===== src/rtl/arm_mem_pkg.sv =====
// Shared definitions for the instruction/data RAM arbiter.
//   owner_e  : which processor port owns the access in flight
//   state_e  : arbiter sequencing states
//   WORD_W   : RAM / bus word width
//   addr_err : byte-address range and alignment check
package arm_mem_pkg;

    localparam int unsigned WORD_W = 32;

    typedef enum logic {
        OWN_I,
        OWN_D
    } owner_e;

    typedef enum logic [1:0] {
        IDLE,
        ISSUE,
        RESP
    } state_e;

    // Error when the byte address is not word aligned or lies beyond the
    // RAM (any bit above the word-index field is set).
    function automatic logic addr_err(input logic [WORD_W-1:0] addr,
                                      input int unsigned       addr_w);
        logic [WORD_W-1:0] hi;
        hi = addr >> (addr_w + 2);
        return (addr[1:0] != 2'b00) || (hi != '0);
    endfunction

endpackage


===== src/rtl/mem_arb_pick.sv =====
// Fixed-priority pick between the fetch (I) and data (D) ports with a
// starvation guard for I.
//   clk, rst          : clock, asynchronous active-high reset
//   allow_i           : arbiter can accept a request this cycle
//   i_req_i, d_req_i  : port requests
//   grant_i_o         : I request accepted this cycle
//   grant_d_o         : D request accepted this cycle
module mem_arb_pick
    import arm_mem_pkg::*;
#(
    parameter int unsigned MAX_STREAK = 4
) (
    input  logic clk,
    input  logic rst,
    input  logic allow_i,
    input  logic i_req_i,
    input  logic d_req_i,
    output logic grant_i_o,
    output logic grant_d_o
);

    localparam int unsigned CNT_W = $clog2(MAX_STREAK + 1);

    logic [CNT_W-1:0] streak_q;
    logic [CNT_W-1:0] streak_d;
    logic             starve;

    always_comb begin
        starve    = (streak_q == CNT_W'(MAX_STREAK));
        // D wins a tie unless I has already waited out MAX_STREAK D grants.
        grant_d_o = allow_i & d_req_i & ~(i_req_i & starve);
        grant_i_o = allow_i & i_req_i & ~grant_d_o;

        streak_d = streak_q;
        if (!i_req_i || grant_i_o) begin
            streak_d = '0;
        end else if (grant_d_o && !starve) begin
            streak_d = streak_q + CNT_W'(1);
        end
    end

    always_ff @(posedge clk or posedge rst) begin
        if (rst) begin
            streak_q <= '0;
        end else begin
            streak_q <= streak_d;
        end
    end

endmodule


===== src/rtl/mem_arbiter.sv =====
// Shares one single-port synchronous word RAM between the instruction-fetch
// port (I) and the load/store port (D). Each accepted request spends one
// cycle in ISSUE (RAM access) and one in RESP (response pulse); a new
// request may be accepted in RESP, giving one access per two cycles.
//   clk, reset                      : clock, asynchronous active-high reset
//   i_req/i_addr -> i_gnt           : fetch request handshake
//   i_rvalid/i_rdata/i_err          : fetch response
//   d_req/d_we/d_be/d_addr/d_wdata  : data request, d_gnt accepts it
//   d_rvalid/d_rdata/d_err          : data response (loads and stores)
//   ram_en/we/be/addr/wdata         : RAM command, driven only in ISSUE
//   ram_rdata                       : RAM read data, cycle after ram_en
module mem_arbiter
    import arm_mem_pkg::*;
#(
    parameter int unsigned DEPTH      = 4096,
    parameter int unsigned ADDR_W     = 12,
    parameter int unsigned MAX_STREAK = 4
) (
    input  logic              clk,
    input  logic              reset,
    input  logic              i_req,
    input  logic [WORD_W-1:0] i_addr,
    output logic              i_gnt,
    output logic              i_rvalid,
    output logic [WORD_W-1:0] i_rdata,
    output logic              i_err,
    input  logic              d_req,
    input  logic              d_we,
    input  logic [3:0]        d_be,
    input  logic [WORD_W-1:0] d_addr,
    input  logic [WORD_W-1:0] d_wdata,
    output logic              d_gnt,
    output logic              d_rvalid,
    output logic [WORD_W-1:0] d_rdata,
    output logic              d_err,
    output logic              ram_en,
    output logic              ram_we,
    output logic [3:0]        ram_be,
    output logic [ADDR_W-1:0] ram_addr,
    output logic [WORD_W-1:0] ram_wdata,
    input  logic [WORD_W-1:0] ram_rdata
);

    if (ADDR_W != $clog2(DEPTH)) begin : g_bad_cfg
        $error("mem_arbiter: ADDR_W must equal clog2(DEPTH)");
    end

    state_e            state_q;
    owner_e            owner_q;
    logic              err_q;
    logic              we_q;
    logic              ram_en_q;
    logic              ram_we_q;
    logic [3:0]        ram_be_q;
    logic [ADDR_W-1:0] ram_addr_q;
    logic [WORD_W-1:0] ram_wdata_q;
    logic              i_rvalid_q;
    logic              i_err_q;
    logic              i_pass_q;
    logic              d_rvalid_q;
    logic              d_err_q;
    logic              d_pass_q;

    logic              allow;
    logic              grant_i;
    logic              grant_d;
    logic [WORD_W-1:0] req_addr;
    logic              req_err;
    logic              req_we;
    logic [3:0]        req_be;
    logic [WORD_W-1:0] req_wdata;

    // Grants are held off during reset so every output reads 0.
    assign allow = ~reset & ((state_q == IDLE) | (state_q == RESP));

    mem_arb_pick #(
        .MAX_STREAK(MAX_STREAK)
    ) u_pick (
        .clk      (clk),
        .rst      (reset),
        .allow_i  (allow),
        .i_req_i  (i_req),
        .d_req_i  (d_req),
        .grant_i_o(grant_i),
        .grant_d_o(grant_d)
    );

    // Payload of whichever request is being accepted; I never writes.
    always_comb begin
        req_addr  = grant_d ? d_addr : i_addr;
        req_err   = addr_err(req_addr, ADDR_W);
        req_we    = grant_d & d_we;
        req_be    = grant_d ? d_be : 4'b1111;
        req_wdata = grant_d ? d_wdata : '0;
    end

    // RAM command and response strobes are registered on the transition
    // into ISSUE / RESP respectively and default back to 0 the cycle after.
    always_ff @(posedge clk or posedge reset) begin
        if (reset) begin
            state_q     <= IDLE;
            owner_q     <= OWN_I;
            err_q       <= 1'b0;
            we_q        <= 1'b0;
            ram_en_q    <= 1'b0;
            ram_we_q    <= 1'b0;
            ram_be_q    <= '0;
            ram_addr_q  <= '0;
            ram_wdata_q <= '0;
            i_rvalid_q  <= 1'b0;
            i_err_q     <= 1'b0;
            i_pass_q    <= 1'b0;
            d_rvalid_q  <= 1'b0;
            d_err_q     <= 1'b0;
            d_pass_q    <= 1'b0;
        end else begin
            ram_en_q    <= 1'b0;
            ram_we_q    <= 1'b0;
            ram_be_q    <= '0;
            ram_addr_q  <= '0;
            ram_wdata_q <= '0;
            i_rvalid_q  <= 1'b0;
            i_err_q     <= 1'b0;
            i_pass_q    <= 1'b0;
            d_rvalid_q  <= 1'b0;
            d_err_q     <= 1'b0;
            d_pass_q    <= 1'b0;
            case (state_q)
                IDLE, RESP: begin
                    if (grant_i || grant_d) begin
                        state_q     <= ISSUE;
                        owner_q     <= grant_d ? OWN_D : OWN_I;
                        err_q       <= req_err;
                        we_q        <= req_we;
                        ram_en_q    <= ~req_err;
                        ram_we_q    <= req_we & ~req_err;
                        ram_be_q    <= req_be;
                        ram_addr_q  <= req_addr[ADDR_W+1:2];
                        ram_wdata_q <= req_wdata;
                    end else begin
                        state_q <= IDLE;
                    end
                end
                ISSUE: begin
                    state_q <= RESP;
                    if (owner_q == OWN_D) begin
                        d_rvalid_q <= 1'b1;
                        d_err_q    <= err_q;
                        d_pass_q   <= ~err_q & ~we_q;
                    end else begin
                        i_rvalid_q <= 1'b1;
                        i_err_q    <= err_q;
                        i_pass_q   <= ~err_q;
                    end
                end
                default: state_q <= IDLE;
            endcase
        end
    end

    assign i_gnt     = grant_i;
    assign d_gnt     = grant_d;
    assign ram_en    = ram_en_q;
    assign ram_we    = ram_we_q;
    assign ram_be    = ram_be_q;
    assign ram_addr  = ram_addr_q;
    assign ram_wdata = ram_wdata_q;
    assign i_rvalid  = i_rvalid_q;
    assign i_err     = i_err_q;
    assign i_rdata   = i_pass_q ? ram_rdata : '0;
    assign d_rvalid  = d_rvalid_q;
    assign d_err     = d_err_q;
    assign d_rdata   = d_pass_q ? ram_rdata : '0;

endmodule


===== config.mk =====
export PLATFORM = sky130hd
export DESIGN_NAME = mem_arbiter
export DESIGN_NICKNAME = d
export VERILOG_FILES = /design/src/rtl/arm_mem_pkg.sv /design/src/rtl/mem_arb_pick.sv /design/src/rtl/mem_arbiter.sv
export SDC_FILE = /design/constraint.sdc
export NUM_CORES = 1
export LEC_CHECK = 0
export CAP_MARGIN = 10
export CORE_AREA = 2 2 99 101
export CTS_CLUSTER_DIAMETER = 100
export CTS_CLUSTER_SIZE = 28
export DETAILED_ROUTE_END_ITERATION = 6
export DIE_AREA = 0 0 101 103
export GPL_TIMING_DRIVEN = 0
export PLACE_DENSITY = 0.79
export SYNTH_ARGS = -nofsm -noshare
export SYNTH_HDL_FRONTEND = slang
export SYNTH_SLANG_ARGS = --single-unit

===== constraint.sdc =====
create_clock -name clk -period 5.95 [get_ports clk]
set_clock_uncertainty 0.2 [all_clocks]
set_input_delay 0.595 -clock clk [delete_from_list [all_inputs] [get_ports clk]]
set_output_delay 0.595 -clock clk [all_outputs]
set_load 0.02 [all_outputs]

==> flow_summary.ini, run 1 <==
[cells_and_area]
drive_gt1_share_pct = 4.228
synthToLayoutAreaGrowth_pct = 105.3
nets = 679
fillerInstances = 796
final_area_sq_um = 5683

[global_routing]
overflow = 0
grt_max_degree = 34
grt_pass1_vias = 3120
grtUsageTotal_pct = 19.41
antenna_found_initial = 2
grt_pass1_wl_mm = 15.10

[floorplan]
io_pins = 257
die_h_um = 103
num_rows = 36
dieArea_sq_um = 10400
initial_core_util_pct = 29.26
die_width_um = 101
coreArea_sq_um = 9459

[yosys]
yosys_warnings = 0
yosysMostFrequentCell = and2_1
synth_area_leaders = dfrtp_1 (58%), and2_1 (23%), nand2_1 (4.1%)
synthTopCellsByCount = and2_1 (100), dfrtp_1 (64), nand2_1 (30)
yosysTopAreaCell = dfrtp_1
async_flop_share_pct = 100.0
yosysSeqAreaShare_pct = 57.87
synth-edff-count = 0
netlist_area_sq_um = 2768
syn_inst = 272
synth-seq-cells = 64
synth_top_area_share_pct = 57.87
ys.flop_type = dfrtp_1
synth.avg_cell_area_sq_um = 10.18
synth_cell_type_count = 24
syn_nets = 411

[power_and_ir_drop]
irDropWorstVdd_uv = 117.8
powerDensity_nw_per_um2 = 188.1
p_leak_nw = 2.419

[critical_path]
ff2ff_setup_slack_ns = 3.96
worst_setup_path_start_kind = primary input
crit_end = d_gnt
slowest_stage = clkdlybuf4s50_1
cp_data_arrival_time_ns = 2.72
crit_fanout = 10
critical_path_required_ns = 5.16
cp-end-kind = output port
r2r-start = u_pick.streak_q[0]
crit_type = primary input to output port
reg2reg_depth = 8
critPathMostFrequentCell = clkdlybuf4s50_1
crit-reg2reg-capture = ram_addr[10]
slowest_delay_ns = 0.68
crit_path_cell_trace = clkdlybuf4s50_1 -> nor2_2 -> nand3_1 -> clkinv_1 -> clkbuf_1 -> clkdlybuf4s50_1
startpoint = reset

[sta]
setup_tns_ns = 0
max_freq_ghz = 0.2848
slew_headroom_pct = 53.90
tightest_slew_ns = 0.6905
rsz0062_at_grt = no
period_share_pct = 59.01
hold_viol_final = 0
period_needed_ns = 3.511
setup_viol = 0
slew_viol_final = 0
fin_ws_ns = 2.439

[detailed_routing]
drc_errors = 0
m1WireLength_mm = 3.242
vias_per_cell = 4.458
wl_met2_mm = 5.929
wl_met3_um = 834
first_iter_violations = 68
wl_per_cell_um = 15.74
routed-via-count = 2942
top_layer = met4
antenna_left = 0
drt_wl_total_mm = 10.39
firstDrtPassIters = 4

[place]
port_buffers = 256
dpl-instance-area_sq_um = 5493
dp_hpwl_mm = 9.048
dp_worst_setup_slack_ns = 2.424
gp_congestion = 0.9383

[clocking]
clock-sinks = 64
postCtsSetupBuffers = 0
cts_root_buffer = clkbuf_8
cts_buffers = 9
cts_resized = 0
clockBufferDepth = 2
cts_tree = built
ctsHoldBuffers = 0
clk_pin_slew_ns = 0.06
cts_max_level = 3
clock_latency_ns = 0.32

[job]
maxCapViolations = 0

[run_status]
status = finished clean

[worst_hold_path]
hold_class = flop to flop
## metal layers
layer | vias to the layer above | GRT usage (%)
met3 | 20 | 5.085
met5 | - | 0
met1 | 1342 | 17.65
li1 | 1405 | -
met2 | 175 | 39.69
met4 | 0 | 8.732
## sequential cells by signal, indices dropped and copies added, names as in the netlist, 2 cells and up
name	cells
state_q	2
ram_wdata	32
ram_be	4
u_pick.streak_q	3
ram_addr	12
## layout make-up
| class | count | area, sq um | share of cell area (%) |
|---|---|---|---|
| repair buffers | 257 | 2582 | 45.44 |
| flip-flops and latches | 64 | 1602 | 28.18 |
| multi-input cells | 188 | 1087 | 19.13 |
| well taps | 114 | 142.6 | 2.510 |
| clock buffers | 9 | 123.9 | 2.180 |
| clock inverters | 6 | 61.31 | 1.079 |
| plain buffers | 14 | 56.30 | 0.9908 |
| inverters | 6 | 22.52 | 0.3963 |
| diodes | 2 | 5.005 | 0.08807 |
## metrics by stage
step	hold WS, ns	util (%)	std cells	total power, mW
3_3_place_gp	0.2197	57.86	642	0.7193
5_1_grt	0.2564	60.08	660	1.117
4_1_cts	0.2395	60.03	658	1.079
6_report	0.2400	60.08	660	1.069
2_1_floorplan	0.1989	-	272	0.5565
3_5_place_dp	0.2158	58.07	643	0.7259
## cell usage in the layout (no fill, tap or decap), drive strengths merged, types with 2 or more instances in the layout
cell type | Yosys | layout
a21oi | 12 | 12
and2 | 100 | 100
and3 | 3 | 3
buf | 3 | 4
clkbuf | 11 | 20
clkdlybuf4s50 | 0 | 256
clkinv | 1 | 5
dfrtp | 64 | 64
diode | 0 | 2
ha | 2 | 2
inv | 5 | 5
nand2 | 30 | 30
nand3 | 5 | 5
nor2 | 9 | 9
nor2b | 3 | 3
nor4 | 9 | 9
o21ai | 6 | 6
or4 | 2 | 2
## worst min path at each step
stage	from	to	slack, ns	depth (start not counted)
floorplan	state_q[1]	state_q[1]	0.20	1
global placement	state_q[1]	state_q[1]	0.22	1
detailed placement	state_q[1]	state_q[1]	0.22	1
CTS	state_q[1]	state_q[1]	0.24	1
global route	state_q[1]	state_q[1]	0.26	1
finish	state_q[1]	state_q[1]	0.24	1
## cells by family (layout without fill, tap and decap cells)
family	after synthesis	in the layout	share of synthesized area, %
other	0	2	0
adders and majority gates	2	2	0.9040
AOI/OAI and AO/OA	23	23	5.064
and+or+nand+nor	163	163	33.32
buffers and inverters	20	292	2.848
DFF	64	64	57.87
## worst max-delay path: cells and delay by family
kind | cells | cell delay [ns]
buf+inv | 4 | 1.65
simple gates | 2 | 0.46
## power by group
group	switching, mW	internal [mW]
Combinational	0.103	0.146
Clock	0.165	0.190
Sequential	0.00922	0.456
Total	0.277	0.792
Power figures use the tool's default switching activity.
==> inputs of run 2 (changes only) <==
CORE_AREA = not set   (was 2 2 99 101)
CORE_UTILIZATION = 28   (was not set)
DIE_AREA = not set   (was 0 0 101 103)
PLACE_DENSITY = 0.78   (was 0.79)
clock period = 3.2 ns   (was 5.95 ns; I/O delays follow)
==> flow_summary.ini, run 2 (same netlist as run 1, synthesis figures left out) <==
[sta]
whs_ns = 0.2243
setup_viol = 0
max_freq_ghz = 0.3372
period_share_pct = 92.67
hold_viol_final = 0
period_needed_ns = 2.965
slew_viol_final = 0
slew_headroom_pct = 65.36
setup_tns_ns = 0
rsz0062_at_grt = no
fin_ws_ns = 0.2345
tightest_slew_ns = 0.5188

[power_and_ir_drop]
powerDensity_nw_per_um2 = 379.3
internal_power_mw = 1.662
p_leak_nw = 2.447
clock_power_share_pct = 39.4
seqPwrFrac_pct = 39.6
irDropWorstVdd_uv = 207.0
switching_share_pct = 24.01
p_sw_mw = 0.5251
combinationalPowerShare_pct = 21.0

[clocking]
clockBufferDepth = 2
postCtsSetupBuffers = 0
cts_buffers = 9
cts_max_level = 3
cts_tree = built
cts_root_buffer = clkbuf_8
clk_pin_slew_ns = 0.07
cts_resized = 0
clock-sinks = 64
ctsHoldBuffers = 0
clock_latency_ns = 0.33

[cells_and_area]
seqCellArea_sq_um = 1602
drive_gt1_share_pct = 4.404
final_common_cell = clkdlybuf4s50_1
synthToLayoutAreaGrowth_pct = 108.4
nets = 679
largest_reg_flops = 32
most-common-layout-cells = clkdlybuf4s50_1 (256), and2_1 (100), dfrtp_1 (64)
final_area_sq_um = 5767
fillerInstances = 804
final_cells = 675
multiInputGateArea_sq_um = 1087

[run_status]
status = finished clean

[global_routing]
grt_max_degree = 42
grtUsageTotal_pct = 19.23
overflow = 0
grt_pass1_wl_mm = 14.59
grt_pass1_vias = 2974
antenna_found_initial = 1

[detailed_routing]
vias_per_cell = 4.276
wl_per_cell_um = 14.46
first_iter_violations = 118
drc_errors = 0
firstDrtPassIters = 4
drt_wl_total_mm = 9.760
routed-via-count = 2886
antenna_left = 0

[critical_path]
critical_path_required_ns = 2.68
slowest_stage = clkdlybuf4s50_1
crit_fanout = 10
cp-end-kind = output port
r2r-start = u_pick.streak_q[0]
crit_path_cell_trace = clkdlybuf4s50_1 -> nor2_2 -> nand3_1 -> clkinv_1 -> clkbuf_1 -> clkdlybuf4s50_1
path_buf_inv = 4
critical-path-top-delay-family = buffers and inverters
cp_data_arrival_time_ns = 2.45
critPathMostFrequentCell = clkdlybuf4s50_1
worst_setup_path_start_kind = primary input
startpoint = reset
crit_type = primary input to output port
slowest_delay_ns = 0.67

[place]
gp_congestion = 0.7930
port_buffers = 256
dpl-instance-area_sq_um = 5512
dp_cells = 658
dp_hpwl_mm = 8.433
dp_worst_setup_slack_ns = 0.2305

[worst_hold_path]
hold_class = flop to flop
min_from = state_q[1]

[floorplan]
initial_core_util_pct = 29.40
die_h_um = 101.4
io_pins = 257
num_rows = 35
die_width_um = 101.4
dieArea_sq_um = 10290
coreArea_sq_um = 9415

[job]
maxCapViolations = 0
-- run 2: area by class of cell --
type	instances	share of cell area [%]
plain buffers	14	0.9764
clock buffers	10	2.387
well taps	129	2.799
inverters	6	0.3905
repair buffers	257	44.78
multi-input cells	188	18.85
diodes	1	0.04339
flip-flops and latches	64	27.77
clock inverters	6	1.996
-- run 2: stage by stage --
stage	utilization, %	power (mW)
3_3_place_gp	58.33	1.336
4_1_cts	61.22	2.218
2_1_floorplan	-	1.035
5_1_grt	61.25	2.292
3_5_place_dp	58.54	1.347
6_report	61.25	2.187
-- run 2: metal layers --
layer / track usage (%) / up-vias / wire length, um
met1: 17.11 / 1302 / 2930
met2: 39.77 / 162 / 5732
met4: 8.361 / 0 / 269
met5: 0 / - / 0
li1: - / 1406 / -
met3: 4.969 / 16 / 827
-- run 2: power groups by stage --
stage / logic [mW] / clock network [mW] / registers (mW)
final: 0.459 / 0.862 / 0.865
after global routing: 0.495 / 0.927 / 0.870
after CTS: 0.466 / 0.886 / 0.866
after detailed placement: 0.464 / 0 / 0.882
after global placement: 0.455 / 0 / 0.880
after floorplan: 0.115 / 0 / 0.920
-- run 2: path summary, 6_finish.rpt --
kind | to | slack (ns) | depth (start not counted)
max in group asynchronous | ram_addr[5] | 1.97 | 3
worst max register to register | ram_addr[10] | 1.25 | 8
worst min-delay path | state_q[1] | 0.22 | 1
min in group asynchronous | ram_en | 0.24 | 2
worst min register to register | state_q[1] | 0.22 | 1
worst max-delay path | d_gnt | 0.23 | 6
==> inputs of run 3 (changes only) <==
ABC_AREA = 1   (was not set)
CORE_UTILIZATION = 29   (was 28)
PLACE_DENSITY = 0.76   (was 0.78)
SLEW_MARGIN = 40   (was not set)
==> flow_summary.ini, run 3 <==
[yosys]
netlist_area_sq_um = 3089
yosysMostFrequentCell = inv_1
syn_inst = 419
synth_cell_type_count = 24
yosys.area_share.simple_pct = 25.92
synth.avg_cell_area_sq_um = 7.373
synth_fa_ha_area_share_pct = 0.8100
synth-edff-count = 0
ys.flop_type = dfrtp_1
async_flop_share_pct = 100.0
synth_compound_area_share_pct = 3.483
yosys_warnings = 0
synthTopCellsByCount = inv_1 (123), nand2_1 (95), nor2_1 (79)
synth_top_family_by_area = simple AND/OR/NAND/NOR gates
yosysSeqAreaShare_pct = 51.84
synth-seq-cells = 64
synth_top_area_share_pct = 51.84
syn_nets = 558
synth_area_leaders = dfrtp_1 (52%), inv_1 (15%), nand2_1 (12%)
synthMuxAreaShare_pct = 0
yosysTopAreaCell = dfrtp_1
synth_xor_area_share_pct = 0.2835

[floorplan]
dieArea_sq_um = 11070
coreArea_sq_um = 10320
io_pins = 257
die_width_um = 105.2
num_rows = 37
initial_core_util_pct = 29.92
die_h_um = 105.2

[clocking]
cts_max_level = 3
clock-sinks = 64
postCtsSetupBuffers = 0
clk_pin_slew_ns = 0.06
cts_root_buffer = clkbuf_8
clockBufferDepth = 2
cts_tree = built
ctsHoldBuffers = 0
clock_latency_ns = 0.32
cts_buffers = 9
cts_resized = 0

[cells_and_area]
final_area_sq_um = 6050
largest_reg_flops = 32
seqCellArea_sq_um = 1602
most-common-layout-cells = clkdlybuf4s50_1 (256), inv_1 (122), nand2_1 (95)
synthToLayoutAreaGrowth_pct = 95.83
fillerInstances = 919
final_common_cell = clkdlybuf4s50_1
final_cells = 827
final_util_pct = 58.60
antenna_cells = 0
drive_gt1_share_pct = 6.368
multiInputGateArea_sq_um = 942.2
nets = 826

[critical_path]
slowest_delay_ns = 0.62
crit-reg2reg-capture = ram_addr[7]
crit_fanout = 10
path_buf_inv = 4
reg2reg_depth = 7
ff2ff_setup_slack_ns = 1.44
slowest_stage = clkdlybuf4s50_1
critical_path_required_ns = 2.68
cp_data_arrival_time_ns = 2.24
cp-end-kind = output port
critical-path-top-delay-family = buffers and inverters
crit_type = flop to output port
startpoint = u_pick.streak_q[0]
crit_path_cell_trace = inv_1 -> ha_1 -> nand2_1 -> nor2_1 -> nor2_2 -> buf_6 -> buf_8 -> clkdlybuf4s50_1
worst_setup_path_start_kind = flop
r2r-start = u_pick.streak_q[0]

[power_and_ir_drop]
seqPwrFrac_pct = 40.7
internal_power_mw = 1.585
combinationalPowerShare_pct = 26.5
clock_power_share_pct = 32.8
irDropWorstVdd_uv = 258.8
p_leak_nw = 3.260
powerDensity_nw_per_um2 = 358.0
switching_share_pct = 26.81
p_sw_mw = 0.5807

[sta]
hold_viol_final = 0
slew_viol_final = 0
rsz0062_at_grt = no
slew_headroom_pct = 66.23
period_share_pct = 86.36
tightest_slew_ns = 0.5066
max_freq_ghz = 0.3619
period_needed_ns = 2.763
setup_tns_ns = 0
whs_ns = 0.2280
setup_viol = 0

[worst_hold_path]
hold_class = flop to flop
min_from = state_q[1]
min_delay_path_depth = 1
hold_end = state_q[1]

[global_routing]
grtUsageTotal_pct = 18.80
grt_pass1_vias = 3392
antenna_found_initial = 0
overflow = 0
grt_max_degree = 38
grt_pass1_wl_mm = 16.28

[detailed_routing]
wl_per_cell_um = 12.41
vias_per_cell = 4.070
firstDrtPassIters = 5
drt_wl_total_mm = 10.26
drc_errors = 0
first_iter_violations = 133
antenna_left = 0
routed-via-count = 3366

[place]
dp_hpwl_mm = 8.579
dp_cells = 812
port_buffers = 256
dpl-instance-area_sq_um = 5844
gp_congestion = 0.8390

[job]
maxCapViolations = 0

[run_status]
status = finished clean
## run 3: cell count changes in the layout (fill, tap and decap cells not counted), moves of 4 or more
cell,before,now
inv_1,4,122
nor4_1,9,0
nor2_2,1,9
clkbuf_1,11,7
o21ai_0,6,2
a21oi_2,0,5
nand2_1,30,95
nor2_1,8,79
and2_1,100,1
nor3_1,0,5
## run 3: logic make-up (layout without fill, tap and decap cells)
group	after synthesis	in the layout
adder cells (fa/ha/maj)	2	2
buffers and inverters	138	410
AO/OA/AOI/OAI	17	17
flip-flops	64	64
XOR/XNOR	1	1
AND/OR/NAND/NOR	197	197
## run 3: metal layers
metal | share of wire, % | global-route usage (%) | up-vias
met5 | 0 | 0 | -
met4 | 1.7 | 5.433 | 0
met2 | 55 | 36.70 | 156
li1 | - | - | 1695
met1 | 36 | 18.17 | 1497
met3 | 8.2 | 6.865 | 18
## run 3: power groups by stage
| stage | Sequential, mW | Combinational [mW] | Clock, mW |
|---|---|---|---|
| floorplan | 0.944 | 0.173 | 0 |
| global placement | 0.895 | 0.565 | 0 |
| detailed placement | 0.896 | 0.578 | 0 |
| CTS | 0.881 | 0.580 | 0.738 |
| global route | 0.886 | 0.622 | 0.770 |
| finish | 0.881 | 0.574 | 0.711 |
## run 3: how the worst max path moves through the flow
| stage | end | slack [ns] | cells after the start |
|---|---|---|---|
| 3_3_place_gp | ram_wdata[24] | -0.09 | 2 |
| 4_1_cts | d_gnt | 0.39 | 8 |
| 3_5_place_dp | d_gnt | 0.49 | 7 |
| 6_report | d_gnt | 0.44 | 8 |
| 5_1_grt | d_gnt | 0.26 | 8 |
| 2_1_floorplan | d_err | 1.08 | 1 |
## run 3: metrics by stage
stage	setup slack (ns)	total power [mW]
6_report	0.4365	2.166
3_3_place_gp	-0.08654	1.459
2_1_floorplan	1.082	1.118
3_5_place_dp	0.4864	1.474
4_1_cts	0.3944	2.199
5_1_grt	0.2613	2.277
## run 3: area by class of cell
cell class / count / share of cell area (%)
multi-input cells: 217 / 15.57
repair buffers: 257 / 42.69
plain buffers: 14 / 1.324
clock buffers: 12 / 2.730
well taps: 136 / 2.813
inverters: 124 / 7.735
clock inverters: 3 / 0.6618
flip-flops and latches: 64 / 26.47
## run 3: worst reg2reg max path, delay by kind of cell, from the launching register on
family / cells / cell delay (ns)
DFF: 1 / 0.40
adders and majority gates: 1 / 0.17
buffers and inverters: 2 / 0.49
and+or+nand+nor: 4 / 0.45
